[src/rtl/chan_arbiter.sv]
// chan_arbiter: round-robin merge of per-channel trigger blocks into one
// 16-bit stream. A granted channel is drained for exactly one block, whose
// length comes from its header, before the grant moves on.
module chan_arbiter #(
  parameter int NCH = 16,
  parameter int CW  = 6
) (
  input  logic              clk,
  input  logic              rst_n,
  input  logic [16*NCH-1:0] chan_data,
  input  logic [NCH-1:0]    chan_req,
  output logic [NCH-1:0]    chan_ack,
  input  logic [NCH-1:0]    chan_en,
  output logic [15:0]       odata,
  output logic              ovalid,
  input  logic              oready,
  output logic              osop,
  output logic              oeop,
  output logic              busy,
  output logic              hdr_err,
  output logic [CW-1:0]     gnt_ch
);

  typedef enum logic [1:0] {IDLE, CAPT, W1, W2} state_t;

  state_t          state_q, state_d;
  logic [CW-1:0]   ptr_q, ptr_d;
  logic [CW-1:0]   gnt_q, gnt_d;
  logic [8:0]      rem_q, rem_d;
  logic            first_q, first_d;
  logic [15:0]     odata_q, odata_d;
  logic            ovalid_q, ovalid_d;
  logic            osop_q, osop_d;
  logic            oeop_q, oeop_d;
  logic            busy_q, busy_d;
  logic            hdr_err_q, hdr_err_d;

  logic [15:0]     sel_word;
  logic [NCH-1:0]  cand;
  logic            found;
  logic [CW-1:0]   pick;
  logic            load;
  logic [NCH-1:0]  ack_c;
  logic [8:0]      rem_new;
  logic            last;

  // Word currently presented by the granted channel.
  always_comb begin
    sel_word = '0;
    for (int i = 0; i < NCH; i++)
      if (gnt_q == CW'(i)) sel_word = chan_data[16*i +: 16];
  end

  // First enabled requester searching upward from ptr, wrapping at NCH.
  always_comb begin
    int idx;
    idx   = 0;
    cand  = chan_req & chan_en;
    found = 1'b0;
    pick  = '0;
    for (int k = 0; k < NCH; k++) begin
      idx = int'(ptr_q) + k;
      if (idx >= NCH) idx = idx - NCH;
      if (!found && cand[idx]) begin
        found = 1'b1;
        pick  = CW'(idx);
      end
    end
  end

  // Next-state logic: grant, word capture, block length tracking.
  always_comb begin
    state_d   = state_q;
    ptr_d     = ptr_q;
    gnt_d     = gnt_q;
    rem_d     = rem_q;
    first_d   = first_q;
    odata_d   = odata_q;
    ovalid_d  = ovalid_q;
    osop_d    = osop_q;
    oeop_d    = oeop_q;
    busy_d    = busy_q;
    hdr_err_d = 1'b0;
    ack_c     = '0;
    rem_new   = rem_q;
    last      = 1'b0;
    // The output register is free when empty or being drained this cycle;
    // this is the only place oready reaches chan_ack.
    load = (state_q == CAPT) && (!ovalid_q || oready);

    if (ovalid_q && oready) begin
      ovalid_d = 1'b0;
      osop_d   = 1'b0;
      oeop_d   = 1'b0;
    end

    case (state_q)
      IDLE: begin
        if (found) begin
          gnt_d   = pick;
          busy_d  = 1'b1;
          first_d = 1'b1;
          state_d = CAPT;
        end
      end
      CAPT: begin
        if (load) begin
          ack_c    = NCH'(1) << gnt_q;
          odata_d  = sel_word;
          ovalid_d = 1'b1;
          osop_d   = first_q;
          first_d  = 1'b0;
          if (first_q) begin
            if (!sel_word[15]) begin
              // Malformed header: pass it on as a one-word block.
              hdr_err_d = 1'b1;
              rem_new   = '0;
            end else begin
              // size-1: L for self trigger, L+1 for master trigger.
              rem_new = {1'b0, sel_word[7:0]} + {8'd0, sel_word[14]};
            end
          end else begin
            rem_new = rem_q - 9'd1;
          end
          last    = (rem_new == 9'd0);
          rem_d   = rem_new;
          oeop_d  = last;
          if (last) begin
            state_d = IDLE;
            busy_d  = 1'b0;
            ptr_d   = (gnt_q == CW'(NCH-1)) ? '0 : gnt_q + CW'(1);
          end else begin
            state_d = W1;
          end
        end
      end
      // Two idle cycles cover the channel's ack-to-new-dout latency.
      W1: state_d = W2;
      W2: state_d = CAPT;
      default: state_d = IDLE;
    endcase
  end

  // State and output registers.
  always_ff @(posedge clk or negedge rst_n) begin
    if (!rst_n) begin
      state_q   <= IDLE;
      ptr_q     <= '0;
      gnt_q     <= '0;
      rem_q     <= '0;
      first_q   <= 1'b0;
      odata_q   <= '0;
      ovalid_q  <= 1'b0;
      osop_q    <= 1'b0;
      oeop_q    <= 1'b0;
      busy_q    <= 1'b0;
      hdr_err_q <= 1'b0;
    end else begin
      state_q   <= state_d;
      ptr_q     <= ptr_d;
      gnt_q     <= gnt_d;
      rem_q     <= rem_d;
      first_q   <= first_d;
      odata_q   <= odata_d;
      ovalid_q  <= ovalid_d;
      osop_q    <= osop_d;
      oeop_q    <= oeop_d;
      busy_q    <= busy_d;
      hdr_err_q <= hdr_err_d;
    end
  end

  assign chan_ack = ack_c;
  assign odata    = odata_q;
  assign ovalid   = ovalid_q;
  assign osop     = osop_q;
  assign oeop     = oeop_q;
  assign busy     = busy_q;
  assign hdr_err  = hdr_err_q;
  assign gnt_ch   = gnt_q;

endmodule
[config.mk]
export PLATFORM = sky130hd
export DESIGN_NAME = chan_arbiter
export DESIGN_NICKNAME = d
export VERILOG_FILES = /design/src/rtl/chan_arbiter.sv
export SDC_FILE = /design/constraint.sdc
export NUM_CORES = 1
export LEC_CHECK = 0
export CAP_MARGIN = 20
export CORE_ASPECT_RATIO = 1.4
export CORE_MARGIN = 4
export CORE_UTILIZATION = 52
export CTS_BUF_LIST = sky130_fd_sc_hd__clkbuf_8
export DETAILED_ROUTE_END_ITERATION = 8
export PLACE_DENSITY_LB_ADDON = 0.15
export SLEW_MARGIN = 20
export SYNTH_ARGS = -nofsm -noshare
export SYNTH_HDL_FRONTEND = slang
export SYNTH_SLANG_ARGS = --single-unit
[constraint.sdc]
create_clock -name clk -period 14.3 [get_ports clk]
set_clock_uncertainty 0.2 [all_clocks]
set_input_delay 1.43 -clock clk [delete_from_list [all_inputs] [get_ports clk]]
set_output_delay 1.43 -clock clk [all_outputs]
set_load 0.005 [all_outputs]
==> reports/qor.csv <==
stage,metric,value,unit
sta,period_share,44.61,%
critical_path,cp.arrival,6360,ps
power,power,3.108,mW
cts,cts_num_sinks,45,
place,place.gp.congestion,1.104,
sta,final_hold_viol_count,0,
routing,wl,47.62,mm
floorplanning,die_area,0.02103,mm^2
cts,post-cts-setup-buffer-count,0,
place,post-place-ws,8047,ps
sta,period_needed,6380,ps
power,leakagePower,5.129,nW
cts,cts_buffer_depth,2,
sta,finalSetupViolCount,0,
logic_synthesis,synthesis.nets,1692,
logic_synthesis,synth-edff-count,0,
sta,setup_tns,0,ps
cts,postCtsResizedCells,0,
logic_synthesis,yosysSeqAreaShare,11.55,%
power,power_density,234.3,mW/mm^2
floorplanning,io_pins,334,
global_routing,grt_pass1_wl,69.73,mm
routing,dr.pass1.iters,6,
sta,fmax,156.7,MHz
routing,drt_iter0_markers,1365,
cts,numCtsBuffers,5,
logic_synthesis,netlist.area_leader.share,11.55,%
routing,vias,12660,
routing,drc_errors,0,
cts,cts_tree,yes,
critical_path,critPathKind,flop to flop,
power,p_comb_share,88.5,%
cts,cts-root-buf,clkbuf_8,
cells_and_area,nets,1963,
place,dp_hpwl,37.64,mm
floorplanning,row_count,59,
cells_and_area,finish.utilization,71.60,%
cts,path_clk_slew,90,ps
power,clkPwrFrac,2.7,%
routing,wl_per_cell,25.57,um
sta,finalWorstSetupSlack,7920,ps
logic_synthesis,async_flop_share,100.0,%
worst_hold_path,min_path_type,flop to flop,
critical_path,critPathCaptureType,flop,
logic_synthesis,synthDistinctLibCells,91,
floorplanning,die_h,170.0,um
power,switching_share,58.83,%
logic_synthesis,synth_top_cell_by_area,dfrtp_1,
cts,h-tree-depth,2,
logic_synthesis,synthCells,1344,
global_routing,grt_max_degree,67,
critical_path,cp_max_fo,66,
floorplanning,fp.dieW,123.7,um
job,cap_violations,0,
floorplanning,start_util,52.60,%
global_routing,antenna_found_initial,5,
routing,ant_nets,0,
power,ir_drop,224.4,uV
cells_and_area,area_growth,36.11,%
floorplanning,core-area,0.01853,mm^2
sta,slew_headroom,35.52,%
critical_path,required,14280,ps
power,p_sw,1.828,mW
logic_synthesis,synth_ff_type,dfrtp_1,
logic_synthesis,synth_seq_cells,45,
cells_and_area,final_layout_size_suffix_gt1_share,7.116,%
logic_synthesis,synthTopCellsByArea,"dfrtp_1, mux4_2, ha_1",
place,io_buffers,333,
sta,rsz0062_at_grt,false,
power,p_int,1.279,mW
global_routing,grt_usage,43.22,%
global_routing,grt_overflow,0,
logic_synthesis,syn_area_per_cell,7.252,um^2
sta,worst_slew_pin_slew,964.8,ps
logic_synthesis,synthesis.area,0.009747,mm^2
cts,postCtsHoldBufs,0,
routing,vias_per_cell,6.799,
cts,insertion_delay,320,ps
critical_path,start_kind,flop,
global_routing,grt_pass1_vias,12190,
sta,drv_slew,0,
power,pwr-share-seq,8.8,%
outcome,outcome,"complete, no violations",
logic_synthesis,ys_warn_count,0,
## power by group through the flow
stage	registers [mW]	clock network (mW)	logic, mW
5_1_grt	0.285	0.0868	2.94
3_5_place_dp	0.274	0	2.64
3_3_place_gp	0.271	0	2.59
4_1_cts	0.271	0.0827	2.65
6_report	0.275	0.0826	2.75
2_1_floorplan	0.232	0	1.86
## kinds of logic after synthesis
family | synth area share, %
buffers and inverters | 5.815
AND/OR/NAND/NOR | 28.45
XOR/XNOR | 5.661
adder cells (fa/ha/maj) | 7.317
multiplexers | 12.02
flip-flops | 11.55
AO/OA/AOI/OAI | 29.19
## cell usage in the layout, fill, tap and decap left out, types with 15 or more instances in the layout
master	n
nor3_1	41
o221ai_1	15
buf_4	22
nor2_1	160
a211oi_1	17
or3_1	15
nand2_1	139
dfrtp_1	43
mux4_2	32
o22ai_1	23
nand3_1	44
o21ai_0	92
mux2_2	16
ha_1	57
mux2i_1	27
inv_1	39
and3_1	17
a21oi_1	81
a221oi_1	37
xnor2_1	35
o211ai_1	21
xor2_1	28
clkdlybuf4s50_1	332
nor4_1	15
and2_1	32
## state kept, by name, indices dropped and copies added (netlist names)
register / count
busy: 1
first_q: 1
gnt_ch: 6
hdr_err: 1
odata: 16
oeop: 1
osop: 1
ovalid: 1
ptr_q: 6
rem_q: 9
state_q: 2
## area by class of cell
type / instances / area [um^2]
Clock inverter: 3 / 22.52
Inverter: 45 / 168.9
Timing Repair Buffer: 356 / 3501
Fill cell: 1534 / 5263
Tap cell: 244 / 305.3
Clock buffer: 5 / 68.82
Multi-Input combinational cell: 1162 / 8066
Sequential cell: 45 / 1129
Antenna cell: 2 / 5.005
## per-stage QoR
stage          instances  hold WS [ps]  area (um^2)
2_1_floorplan       1344         264.8         9747
3_3_place_gp        1851         262.9        13150
4_1_cts             1859         288.7        13240
6_report            1862         288.3        13270
5_1_grt             1862         332.1        13270
3_5_place_dp        1851         267.4        13150
## critical path, cell delays in order (launching register included)
cell	delay (ps)
dfrtp_2	350
buf_4	600
clkinv_1	520
ha_1	450
xnor2_1	730
mux4_2	620
mux2i_1	550
nand4_1	340
nor3b_2	400
nand2_1	250
o21ai_1	820
a21boi_0	260
o221ai_1	130
## path summary, 6_finish.rpt
path                                       from                     to  slack [ps]  depth (start not counted)
max                        ptr_q[0]$_DFFE_PN0P_       busy$_DFFE_PN0P_        7920                         12
min                        odata[1]$_DFFE_PN0P_   odata[1]$_DFFE_PN0P_         290                          2
max reg2reg                ptr_q[0]$_DFFE_PN0P_       busy$_DFFE_PN0P_        7920                         12
min reg2reg                odata[1]$_DFFE_PN0P_   odata[1]$_DFFE_PN0P_         290                          2
max in group asynchronous                 rst_n  gnt_ch[3]$_DFFE_PN0P_       12470                          2
min in group asynchronous                 rst_n   odata[5]$_DFFE_PN0P_         990                          2
## Yosys cell counts (10+ instances only)
| cell | count |
|---|---|
| dfrtp_1 | 45 |
| nor3_1 | 42 |
| nand3_1 | 44 |
| nor2_1 | 160 |
| nor4_1 | 15 |
| buf_1 | 11 |
| xnor2_1 | 35 |
| nand2_1 | 139 |
| and2_1 | 32 |
| nand4_1 | 11 |
| o21ai_0 | 92 |
| a22o_1 | 11 |
| o211ai_1 | 21 |
| mux4_2 | 32 |
| and3_1 | 17 |
| a221oi_1 | 37 |
| a211oi_1 | 17 |
| or3_1 | 15 |
| buf_2 | 21 |
| nand2b_1 | 14 |
| inv_1 | 39 |
| a211o_1 | 10 |
| clkbuf_1 | 55 |
| mux2_2 | 16 |
| o221ai_1 | 15 |
| a31oi_1 | 11 |
| mux2i_1 | 27 |
| a21oi_1 | 81 |
| o22ai_1 | 23 |
| xor2_1 | 28 |
| ha_1 | 57 |
## routing by layer
layer	vias up	part of all wire (%)	track usage, %
met5	-	0.046	0
met3	275	11	9.608
met1	5834	33	47.30
met4	4	9.6	33.40
li1	5608	-	-
met2	938	46	71.42
Note: power is estimated with default switching activity, not from simulation.
